--- src/rtl/fir_mac_sequencer.sv ---
// Sequencer for one FIR output sample: stores the incoming sample in a circular
// delay line, then streams TAPS (sample, coefficient) pairs to an external MAC.
module fir_mac_sequencer #(
  parameter int TAPS     = 64,
  parameter int AW       = 6,
  parameter int DW       = 16,
  parameter int WAIT_MAX = 16
) (
  input  logic          clk2,
  input  logic          rstn,
  input  logic          s_valid,
  input  logic [DW-1:0] s_data,
  output logic          s_ready,
  output logic [AW-1:0] coef_addr,
  input  logic [DW-1:0] coef_data,
  output logic          mac_en,
  output logic [DW-1:0] mac_x,
  output logic [DW-1:0] mac_c,
  output logic          mac_first,
  output logic          mac_last,
  input  logic          alu_done,
  output logic          busy,
  output logic          frame_done,
  output logic          timeout_err
);

  localparam logic [1:0] S_IDLE  = 2'd0;
  localparam logic [1:0] S_ISSUE = 2'd1;
  localparam logic [1:0] S_DRAIN = 2'd2;
  localparam logic [1:0] S_WAIT  = 2'd3;
  localparam int WW = (WAIT_MAX > 1) ? $clog2(WAIT_MAX) : 1;

  logic [1:0]    state_q, state_d;
  logic [AW-1:0] k_q, k_d;
  logic [AW-1:0] wr_ptr_q, wr_ptr_d;
  logic [AW-1:0] newest_q, newest_d;
  logic [WW-1:0] wcnt_q, wcnt_d;
  logic          rdy_q;
  logic [DW-1:0] x_q, c_q;
  logic          en_q, first_q, last_q;
  logic          fdone_q, fdone_d;
  logic          terr_q, terr_d;
  logic [DW-1:0] mem_q [TAPS];

  logic          accept, issue, in_wait, wait_expired;
  logic [AW-1:0] rd_idx;

  // rdy_q keeps s_ready low while reset is held and for the release edge.
  assign accept       = (state_q == S_IDLE) && rdy_q && s_valid;
  assign issue        = (state_q == S_ISSUE);
  assign in_wait      = (state_q == S_WAIT);
  assign wait_expired = in_wait && !alu_done && (wcnt_q == WW'(WAIT_MAX - 1));
  assign rd_idx       = newest_q - k_q;

  always_comb begin
    state_d  = state_q;
    k_d      = k_q;
    wr_ptr_d = wr_ptr_q;
    newest_d = newest_q;
    wcnt_d   = wcnt_q;
    case (state_q)
      S_IDLE: if (accept) begin
        wr_ptr_d = wr_ptr_q + AW'(1);
        newest_d = wr_ptr_q;
        k_d      = '0;
        state_d  = S_ISSUE;
      end
      S_ISSUE: begin
        k_d = k_q + AW'(1);
        if (k_q == AW'(TAPS - 1)) state_d = S_DRAIN;
      end
      S_DRAIN: begin
        wcnt_d  = '0;
        state_d = S_WAIT;
      end
      default: begin
        if (alu_done || wait_expired) state_d = S_IDLE;
        else                          wcnt_d  = wcnt_q + WW'(1);
      end
    endcase
    fdone_d = in_wait && alu_done;
    terr_d  = terr_q || wait_expired;
  end

  always_ff @(posedge clk2 or negedge rstn) begin
    if (!rstn) begin
      state_q  <= S_IDLE;
      k_q      <= '0;
      wr_ptr_q <= '0;
      newest_q <= '0;
      wcnt_q   <= '0;
      rdy_q    <= 1'b0;
      x_q      <= '0;
      c_q      <= '0;
      en_q     <= 1'b0;
      first_q  <= 1'b0;
      last_q   <= 1'b0;
      fdone_q  <= 1'b0;
      terr_q   <= 1'b0;
    end else begin
      state_q  <= state_d;
      k_q      <= k_d;
      wr_ptr_q <= wr_ptr_d;
      newest_q <= newest_d;
      wcnt_q   <= wcnt_d;
      rdy_q    <= 1'b1;
      en_q     <= issue;
      first_q  <= issue && (k_q == '0);
      last_q   <= issue && (k_q == AW'(TAPS - 1));
      fdone_q  <= fdone_d;
      terr_q   <= terr_d;
      if (issue) x_q <= mem_q[rd_idx];
      // ROM data is only valid while a pair is presented; keep it for the hold.
      if (en_q)  c_q <= coef_data;
    end
  end

  always_ff @(posedge clk2 or negedge rstn) begin
    if (!rstn) begin
      for (int i = 0; i < TAPS; i++) mem_q[i] <= '0;
    end else if (accept) begin
      mem_q[wr_ptr_q] <= s_data;
    end
  end

  assign s_ready     = (state_q == S_IDLE) && rdy_q;
  assign busy        = (state_q != S_IDLE);
  assign coef_addr   = k_q;
  assign mac_en      = en_q;
  assign mac_x       = x_q;
  assign mac_c       = en_q ? coef_data : c_q;
  assign mac_first   = first_q;
  assign mac_last    = last_q;
  assign frame_done  = fdone_q;
  assign timeout_err = terr_q;

endmodule

--- config.mk ---
export PLATFORM = sky130hd
export DESIGN_NAME = fir_mac_sequencer
export DESIGN_NICKNAME = d
export VERILOG_FILES = /design/src/rtl/fir_mac_sequencer.sv
export SDC_FILE = /design/constraint.sdc
export NUM_CORES = 1
export LEC_CHECK = 0
export ABC_AREA = 1
export BUFFER_PORTS_ARGS = -buffer_cell sky130_fd_sc_hd__buf_2
export CAP_MARGIN = 5
export CORE_MARGIN = 2
export CORE_UTILIZATION = 29
export DETAILED_ROUTE_END_ITERATION = 8
export PLACE_DENSITY = 0.43
export SETUP_SLACK_MARGIN = 0.1
export SYNTH_ARGS = -nofsm -noshare
export SYNTH_HDL_FRONTEND = slang
export SYNTH_SLANG_ARGS = --single-unit
--- constraint.sdc ---
create_clock -name clk2 -period 2.35 [get_ports clk2]
set_input_delay 0.705 -clock clk2 [delete_from_list [all_inputs] [get_ports clk2]]
set_output_delay 0.705 -clock clk2 [all_outputs]
set_load 0.01 [all_outputs]
# ---- Word-level counts from Yosys, hierarchy flattened
# Cells that the tools add are included.
# W data, S select, Z words.
dict set report classes {
  add_sub_neg 4
  magnitude_cmp 3
  eq_ne 8
  n_mux 15
  n_bitwise 3
  n_reduce_logical 21
}
# cell n
set op_table {}
lappend op_table {{$bwmux W1024} 1}
lappend op_table {{$bmux W16 S6} 1}
lappend op_table {{$demux W16 S6} 1}
lappend op_table {{$mux W16} 4}
lappend op_table {{$ge A7 B7 Y1 const B} 2}
lappend op_table {{$not A6 Y7} 2}
lappend op_table {{$add A6 B1 Y6 const B} 2}
lappend op_table {{$pmux W6 S2} 1}
lappend op_table {{$logic_and A1 B1 Y1} 8}
lappend op_table {{$pmux W4 S2} 1}
lappend op_table {{$lt A7 B1 Y1 const B} 1}
lappend op_table {{$eq A6 B6 Y1 const B} 1}
lappend op_table {{$logic_not A6 Y1} 1}
lappend op_table {{$mux W2} 3}
lappend op_table {{$mux W6} 1}
lappend op_table {{$pmux W2 S3} 1}
lappend op_table {{$reduce_and A2 Y1} 3}
lappend op_table {{$sub A6 B6 Y6} 1}
lappend op_table {{$add A4 B1 Y4 const B} 1}
lappend op_table {{$eq A2 B2 Y1 const B} 2}
lappend op_table {{$eq A4 B4 Y1 const B} 1}
lappend op_table {{$mux W4} 1}
lappend op_table {{$ne A2 B1 Y1 const B} 2}
lappend op_table {{$reduce_bool A2 Y1} 2}
lappend op_table {{other kinds (9)} 10}
dict set report totals {
  register_bits 1086
  in_bits 36
  out_inout_bits 45
}

# ---- Logic depth before layout (Yosys ltp)
# Gate-level depths: netlist of run 1.
dict set report logic_depth {
  depth_word 6
  ltp_mapped 17
  ltp_nobuf 13
}

# ---- Worst setup path after synthesis of run 1
# Ideal clock, no wire load.
dict set report synth_timing {
  path_kind {reg2reg}
  from {reg k_q[0], in the netlist coef_addr[0]}
  to {reg x_q[12], in the netlist mac_x[12]}
  setup_time_ns 0.066
  arrival_ns 2.346
  slack_ns -0.062
  stages_incl_launch_ff 14
  synth_period_minus_slack_ns 2.412
  cell_sequence {dfrtp_1 > ha_1 > fa_1 > buf_2 > clkbuf_1 > clkbuf_1 > nand2_1 > nand3_1 > nand2_1 > nand2_1 > nand3_1 > nand3_1 > nand3_1 > nand2_1}
}
dict set report synth_between {
  elab_chain_len 5
}
# item line
set synth_rtl {}
lappend synth_rtl {{start: declaration} 34} ;# logic [AW-1:0] k_q, k_d;
lappend synth_rtl {{start signal: assignment} 102} ;# k_q <= k_d;
lappend synth_rtl {{$sub A6 B6 Y6} 53} ;# assign rd_idx = newest_q - k_q;
lappend synth_rtl {{$not A6 Y7 (implied by the code)} 112} ;# if (issue) x_q <= mem_q[rd_idx];
lappend synth_rtl {{$bmux W16 S6} 112}
lappend synth_rtl {{$mux W16 (implied by the code) (2 in series)} 112}
lappend synth_rtl {{end signal: assignment} 112}
lappend synth_rtl {{end: declaration} 39} ;# logic [DW-1:0] x_q, c_q;
# No other way between the ends. The select of a mux whose other input is x is not followed.
# A chain may end at the register's enable or synchronous reset.

# ---- Final worst setup path of run 1
dict set report layout_timing {
  from {reg k_q[0], in the netlist coef_addr[0]}
  to {reg x_q[3], in the netlist mac_x[3]}
}
# The elaborated chain is that of the path after synthesis.

==> flow_metrics.tcl, run 1 <==
set metrics [dict create \
    synth_fa_ha_area_share_pct 0.356 \
    nets 6902 \
    grt_pass1_vias 43200 \
    hpwl_um 117000 \
    vias_per_cell 4.78 \
    max_freq_mhz 343 \
    clk_latency_ps 790 \
    gp_congestion 0.861 \
    synth_area_per_cell_sq_um 7.60 \
    cp.arrival_ps 3590 \
    cellInternalPower_mw 55.1 \
    synth_top_area_cell "dfrtp_1" \
    overflow 0 \
    worstSetupStartpointType "flop" \
    grt_pass1_wl_um 288000 \
    die_h_um 425 \
    cts_sinks 1086 \
    synth-seq-cells 1086 \
    start_util_pct 29.2 \
    status "complete, but fails checks" \
    pwr-share-clk_pct 20.0 \
    clock_skew_ps 29.7 \
    max-slew-margin-rel_pct 60.3 \
    cts_tree "yes" \
    setup_violations 33 \
    cts_buffer_depth 3 \
    yosysMostFrequentCell "nand2_1" \
    period_share_pct 124 \
    rows 154 \
    p_per_area_nw_per_um2 1600 \
    min_period_ps 2910 \
    rsz0062_at_grt "yes" \
    synth_top_family_by_area "simple AND/OR/NAND/NOR gates" \
    die_w_um 425 \
    netlist_area_sq_um 51300 \
    synthTopCellsByCount "nand2_1, dfrtp_1, o21ai_0" \
    grt_start_max_net_pins 71 \
    antenna_found_initial 1 \
    yosys.area.top_type_share_pct 53.0 \
    worstMarginPinSlew_ps 593 \
    wl_per_cell_um 20.5 \
    setup_tns_ps -11300 \
    yosys_most_used_dff "dfrtp_1" \
    failed_checks "setup timing" \
    cts_inserted_buffers 133 \
    areaGrowthSynthToFinish_pct 24.7 \
    hold_violations 0 \
    fin_hold_ws_ps 157 \
    crit_type "reg2reg" \
    syn_inst 6751 \
    drv_slew 0 \
    end_kind "flop" \
    setup_slack_ps -563 \
    drv_cap 0 \
    yosysWarningCount 0 \
    synthDistinctLibCells 33 \
    drc 0 \
    grt_usage_pct 21.0 \
    dieArea_sq_um 180000 \
    p_sw_mw 47.3 \
    ir_drop_v 0.000942 \
    synth_edf_count 0 \
    yosys.area_share.simple_pct 26.9 \
    synthMuxAreaShare_pct 0.351 \
    power_mw 102 \
    synth.top_cells.by_area "dfrtp_1, nand2_1, o21ai_0, nand3_1, inv_1" \
    cp_max_fo 19 \
    drt-initial-drc-count 3547 \
    synth-xor-area-share_pct 0.154 \
    dr_total_vias 44400 \
    num-fill-cells 18500 \
    core_area_sq_um 176000 \
    ant_nets 0 \
    drt_wl_total_um 190000 \
    ios 81 \
    first_pass_iters 5 \
    htreeDepth 4 \
    path_clk_slew_ps 60 \
    seqPwrFrac_pct 21.2 \
    critical_path_required_ps 3020 \
    ys_seq_area_share_pct 53.0 \
    utilization_pct 36.4 \
    p_comb_share_pct 58.8 \
    layout-drive-gt1-share_pct 14.1 \
    hp-class "in2reg" \
    numPortBuffers 80 \
    synth-compound-area-share_pct 11.5 \
    synth_nets 6801 \
    switching_share_pct 46.2 \
    leakagePower_nw 30.1 \
    cts_root_buffer "clkbuf_16" \
    async_flop_share_pct 100 \
]
## worst max-delay path: stages, from the launching register on
cell,delay (ps)
dfrtp_1,410
ha_4,170
fa_4,780
buf_12,160
inv_16,80
buf_12,170
nand3_1,120
nand3_1,150
nand2_2,170
nand2_1,120
nand3_2,130
nand3_2,140
nand3_1,110
nand2_1,50
## power by group through the flow
stage / clock [mW] / sequential (mW) / combinational (mW)
floorplan: 0 / 21.7 / 26.3
global placement: 0 / 22.0 / 50.5
detailed placement: 0 / 22.0 / 50.1
CTS: 21.1 / 21.7 / 56.7
global route: 21.8 / 22.0 / 64.6
finish: 20.5 / 21.7 / 60.2
## cell families (layout without fill, tap and decap cells)
logic type,after synthesis,in the layout
AOI/OAI and AO/OA,1164,1164
xor gates and xnor gates,9,9
adders and majority gates,14,14
buffers and inverters,1018,1214
DFF,1086,1086
muxes,16,16
other,1,2
and+or+nand+nor,3443,3443
## per-layer routing
metal  routed length (um)  track usage, %
met1                92600            30.3
met2                85100            32.6
met3                 7490            2.76
met4                 4940            6.44
met5                    0               0
## cells in the final DEF, fill, tap and decap left out, types with 5 or more instances in the layout
| cell | count |
|---|---|
| a21oi_1 | 28 |
| buf_12 | 167 |
| buf_16 | 21 |
| buf_2 | 59 |
| buf_4 | 182 |
| buf_6 | 36 |
| clkbuf_1 | 32 |
| clkbuf_16 | 147 |
| clkbuf_8 | 29 |
| clkinv_2 | 22 |
| dfrtp_1 | 1084 |
| ha_1 | 11 |
| inv_1 | 472 |
| inv_2 | 24 |
| inv_6 | 5 |
| mux2_4 | 16 |
| nand2_1 | 2545 |
| nand2_2 | 86 |
| nand2_4 | 8 |
| nand3_1 | 453 |
| nand3_2 | 99 |
| nand3_4 | 19 |
| nand4_1 | 5 |
| nor2_1 | 183 |
| nor2_2 | 8 |
| nor2_4 | 6 |
| nor3_1 | 11 |
| o211ai_1 | 33 |
| o21ai_0 | 1049 |
| o21ai_1 | 52 |
| or2_2 | 17 |
## final cells by class
class	count	area, sq um	area share [%]
Multi-Input combinational cell	4647	21300	33.3
Sequential cell	1086	27200	42.5
Timing Repair Buffer	481	6340	9.91
Antenna cell	1	2.50	0.00391
Clock inverter	32	335	0.524
Inverter	502	1910	2.99
Clock buffer	198	3950	6.17
Timing Repair inverter	1	8.76	0.0137
Tap cell	2340	2930	4.58
## state kept, by name, summed over array words and instances, names as in the netlist, 2 cells and up
register and count:
mac_x 16, wcnt_q 4, wr_ptr_q 6, c_q 16
coef_addr 6, state_q 2, newest_q 6, mem_q 1024
## final timing paths
kind	start	end	slack, ps	cells past startpoint
worst max-delay path	coef_addr[0]	mac_x[3]	-560	13
worst min-delay path	alu_done	frame_done	160	3
min in group asynchronous	rstn	mem_q[682]	350	2
max in group asynchronous	rstn	mem_q[899]	1010	4
worst min register to register	timeout_err	timeout_err	470	2
worst max register to register	coef_addr[0]	mac_x[3]	-560	13
## metrics by stage
step	std cells	worst slack, ps	instance area [sq um]
final	9288	-563	64000
after global routing	9287	-603	64000
after CTS	9261	-597	63000
after detailed placement	9001	-861	57300
after global placement	9001	-835	57300
after floorplan	6751	108	51400
## timing repair
action | CTS | global route
hold buffers | 1 | 0
pin swaps | 26 | 31
gates resized for setup | 218 | 133
endpoints found under the setup margin | 56 | 70
buffers inserted | 15 | 15
gates cloned | 14 | 11
hold endpoints to repair | 24 | 0
Power figures use the tool's default switching activity.
==> run 2, diff against run 1 <==
--- a/config.mk
+++ b/config.mk
@@ -8,8 +8,10 @@
 export ABC_AREA = 1
 export BUFFER_PORTS_ARGS = -buffer_cell sky130_fd_sc_hd__buf_2
 export CAP_MARGIN = 5
+export CORE_ASPECT_RATIO = 0.7
 export CORE_MARGIN = 2
 export CORE_UTILIZATION = 29
+export CTS_BUF_LIST = sky130_fd_sc_hd__clkbuf_4 sky130_fd_sc_hd__clkbuf_8
 export DETAILED_ROUTE_END_ITERATION = 8
 export PLACE_DENSITY = 0.43
 export SETUP_SLACK_MARGIN = 0.1
==> run 2 against run 1 <==
The flow still finishes with violations (setup timing). Clock power down 7%. Maximum frequency rose by 0.46%. Sequential power about the same. Clock skew up 23 ps. Critical path depth stayed put. Non-clock buffer count rose by 135. Sequential share of layout area fell by 2.3 points. Design area is 5.9% higher. Setup slack better by 13 ps. First-iteration DRC count grew 33%. Count of clock-buffer cells in the layout grew 107. Critical path type unchanged. Largest power group unchanged.
==> flow_metrics.tcl, run 2 (synthesis gave the netlist of run 1 again) <==
set metrics [dict create \
    status "complete, but fails checks" \
    failed_checks "setup timing" \
    rows 129 \
    worstMarginPinSlew_ps 687 \
    r2r-end "mac_x[3]" \
    hpwl_um 126000 \
    power_mw 104 \
    dp_cells 9060 \
    rr_startpoint "coef_addr[0]" \
    largest-register "mem_q" \
    die_h_um 356 \
    htreeDepth 4 \
    first_pass_iters 5 \
    nets 7089 \
    instances_no_fill 9541 \
    final_cell_mix "nand2_1, dfrtp_1, o21ai_0" \
    drc 0 \
    core_area_sq_um 176000 \
    setup_violations 36 \
    layout-drive-gt1-share_pct 21.2 \
    setup_tns_ps -14490 \
    start_util_pct 29.1 \
    drt-initial-drc-count 4703 \
    critical_path_required_ps 3180 \
    cp_cell_sequence "ha_4, fa_4, buf_12, inv_16, buf_12, nand3_1, nand3_2, nand2_2, nand2_1, nand3_4, nand3_1, nand3_2, nand2_1" \
    grt_pass1_vias 43500 \
    ios 81 \
    ir_drop_v 0.00108 \
    ant_nets 0 \
    hp-class "in2reg" \
    multiInputGateArea_sq_um 22900 \
    grt_pass1_wl_um 300000 \
    gp_congestion 0.853 \
    clock_skew_ps 53.1 \
    max-slew-margin-rel_pct 54.2 \
    dieArea_sq_um 180000 \
    worstSetupStartpointType "flop" \
    cts_buffer_depth 3 \
    numPortBuffers 80 \
    dr_total_vias 46500 \
    hold_start "coef_data[11]" \
    cp.arrival_ps 3730 \
    setup_slack_ps -550 \
    grt_start_max_net_pins 94 \
    critPathMaxStageDelay_ps 770 \
    rrSetupSlack_ps -550 \
    drv_slew 0 \
    antenna_found_initial 16 \
    period_share_pct 123 \
    drv_cap 0 \
    num-fill-cells 18200 \
    end_kind "flop" \
    cts_sinks 1086 \
    vias_per_cell 4.88 \
    max_freq_mhz 345 \
    clk_latency_ps 950 \
    reg2reg_depth 13 \
    cts_inserted_buffers 184 \
    fin_hold_ws_ps 113 \
    hold_violations 0 \
    cts_root_buffer "clkbuf_8" \
    largest_reg_flops 1024 \
    cp_max_fo 20 \
    overflow 0 \
    hold_end "c_q[11]" \
    drt_wl_total_um 212000 \
    rsz0062_at_grt "yes" \
    wl_per_cell_um 22.3 \
    cts_tree "yes" \
    die_w_um 507 \
    grt_usage_pct 22.2 \
    layout_commonest_cell "nand2_1" \
    areaGrowthSynthToFinish_pct 32.0 \
    crit_type "reg2reg" \
    seq_area_sq_um 27200 \
    critPathSlowestCell "fa_4" \
    p_per_area_nw_per_um2 1530 \
    min_period_ps 2900 \
    leakagePower_nw 31.7 \
    dp_slack_ps -952 \
    holdPathStages 3 \
    path_clk_slew_ps 70 \
]
-- run 2: final cells by class --
cell class,count,share of cell area (%)
Sequential cell,1086,40.2
Multi-Input combinational cell,4647,33.9
Timing Repair Buffer,616,12.7
Clock buffer,305,5.64
Tap cell,2358,4.36
Inverter,502,2.83
Clock inverter,19,0.338
Timing Repair inverter,2,0.0333
Antenna cell,6,0.0222
-- run 2: timing repair --
item                                    in CTS  in global routing
hold buffers                                13                  0
gates cloned                                17                 68
hold endpoints to repair                   131                  0
pin swaps                                   56                 70
gates resized for setup                    332                723
endpoints found under the setup margin      76                478
buffers inserted                            44                 14
-- run 2: metrics by stage --
| stage | area [sq um] | utilization [%] |
|---|---|---|
| 5_1_grt | 67700 | 38.4 |
| 6_report | 67700 | 38.4 |
| 3_3_place_gp | 57700 | 32.7 |
| 2_1_floorplan | 51400 | - |
| 4_1_cts | 64100 | 36.4 |
| 3_5_place_dp | 57700 | 32.7 |
-- run 2: worst max-delay path, delay by kind of cell, from the launching register on --
family,cells,cell delay (ps)
adder cells (fa/ha/maj),2,940
buffers and inverters,3,450
flip-flops,1,410
AND/OR/NAND/NOR,8,940
-- run 2: how the worst max path moves through the flow --
stage	from	to	slack (ps)	cells after the start
2_1_floorplan	coef_addr[0]	mac_x[14]	110	14
6_report	coef_addr[0]	mac_x[3]	-550	13
4_1_cts	coef_addr[0]	mac_x[3]	-550	15
5_1_grt	coef_addr[0]	mac_x[6]	-630	13
3_3_place_gp	coef_addr[0]	mac_x[2]	-1000	12
3_5_place_dp	coef_addr[0]	mac_x[2]	-950	12
-- run 2: where the power goes --
part | switching [mW] | internal (mW)
clock network | 8.60 | 10.5
registers | 1.35 | 20.6
logic | 39.3 | 23.4
total | 49.3 | 54.5
-- run 2: layer usage --
layer | global-route usage [%] | up-vias | part of all wire [%]
met5 | 0 | - | 0.0061
met3 | 3.70 | 235 | 6.7
met4 | 4.29 | 2 | 1.5
met2 | 30.5 | 1381 | 40
met1 | 35.7 | 22900 | 52
li1 | - | 22000 | -
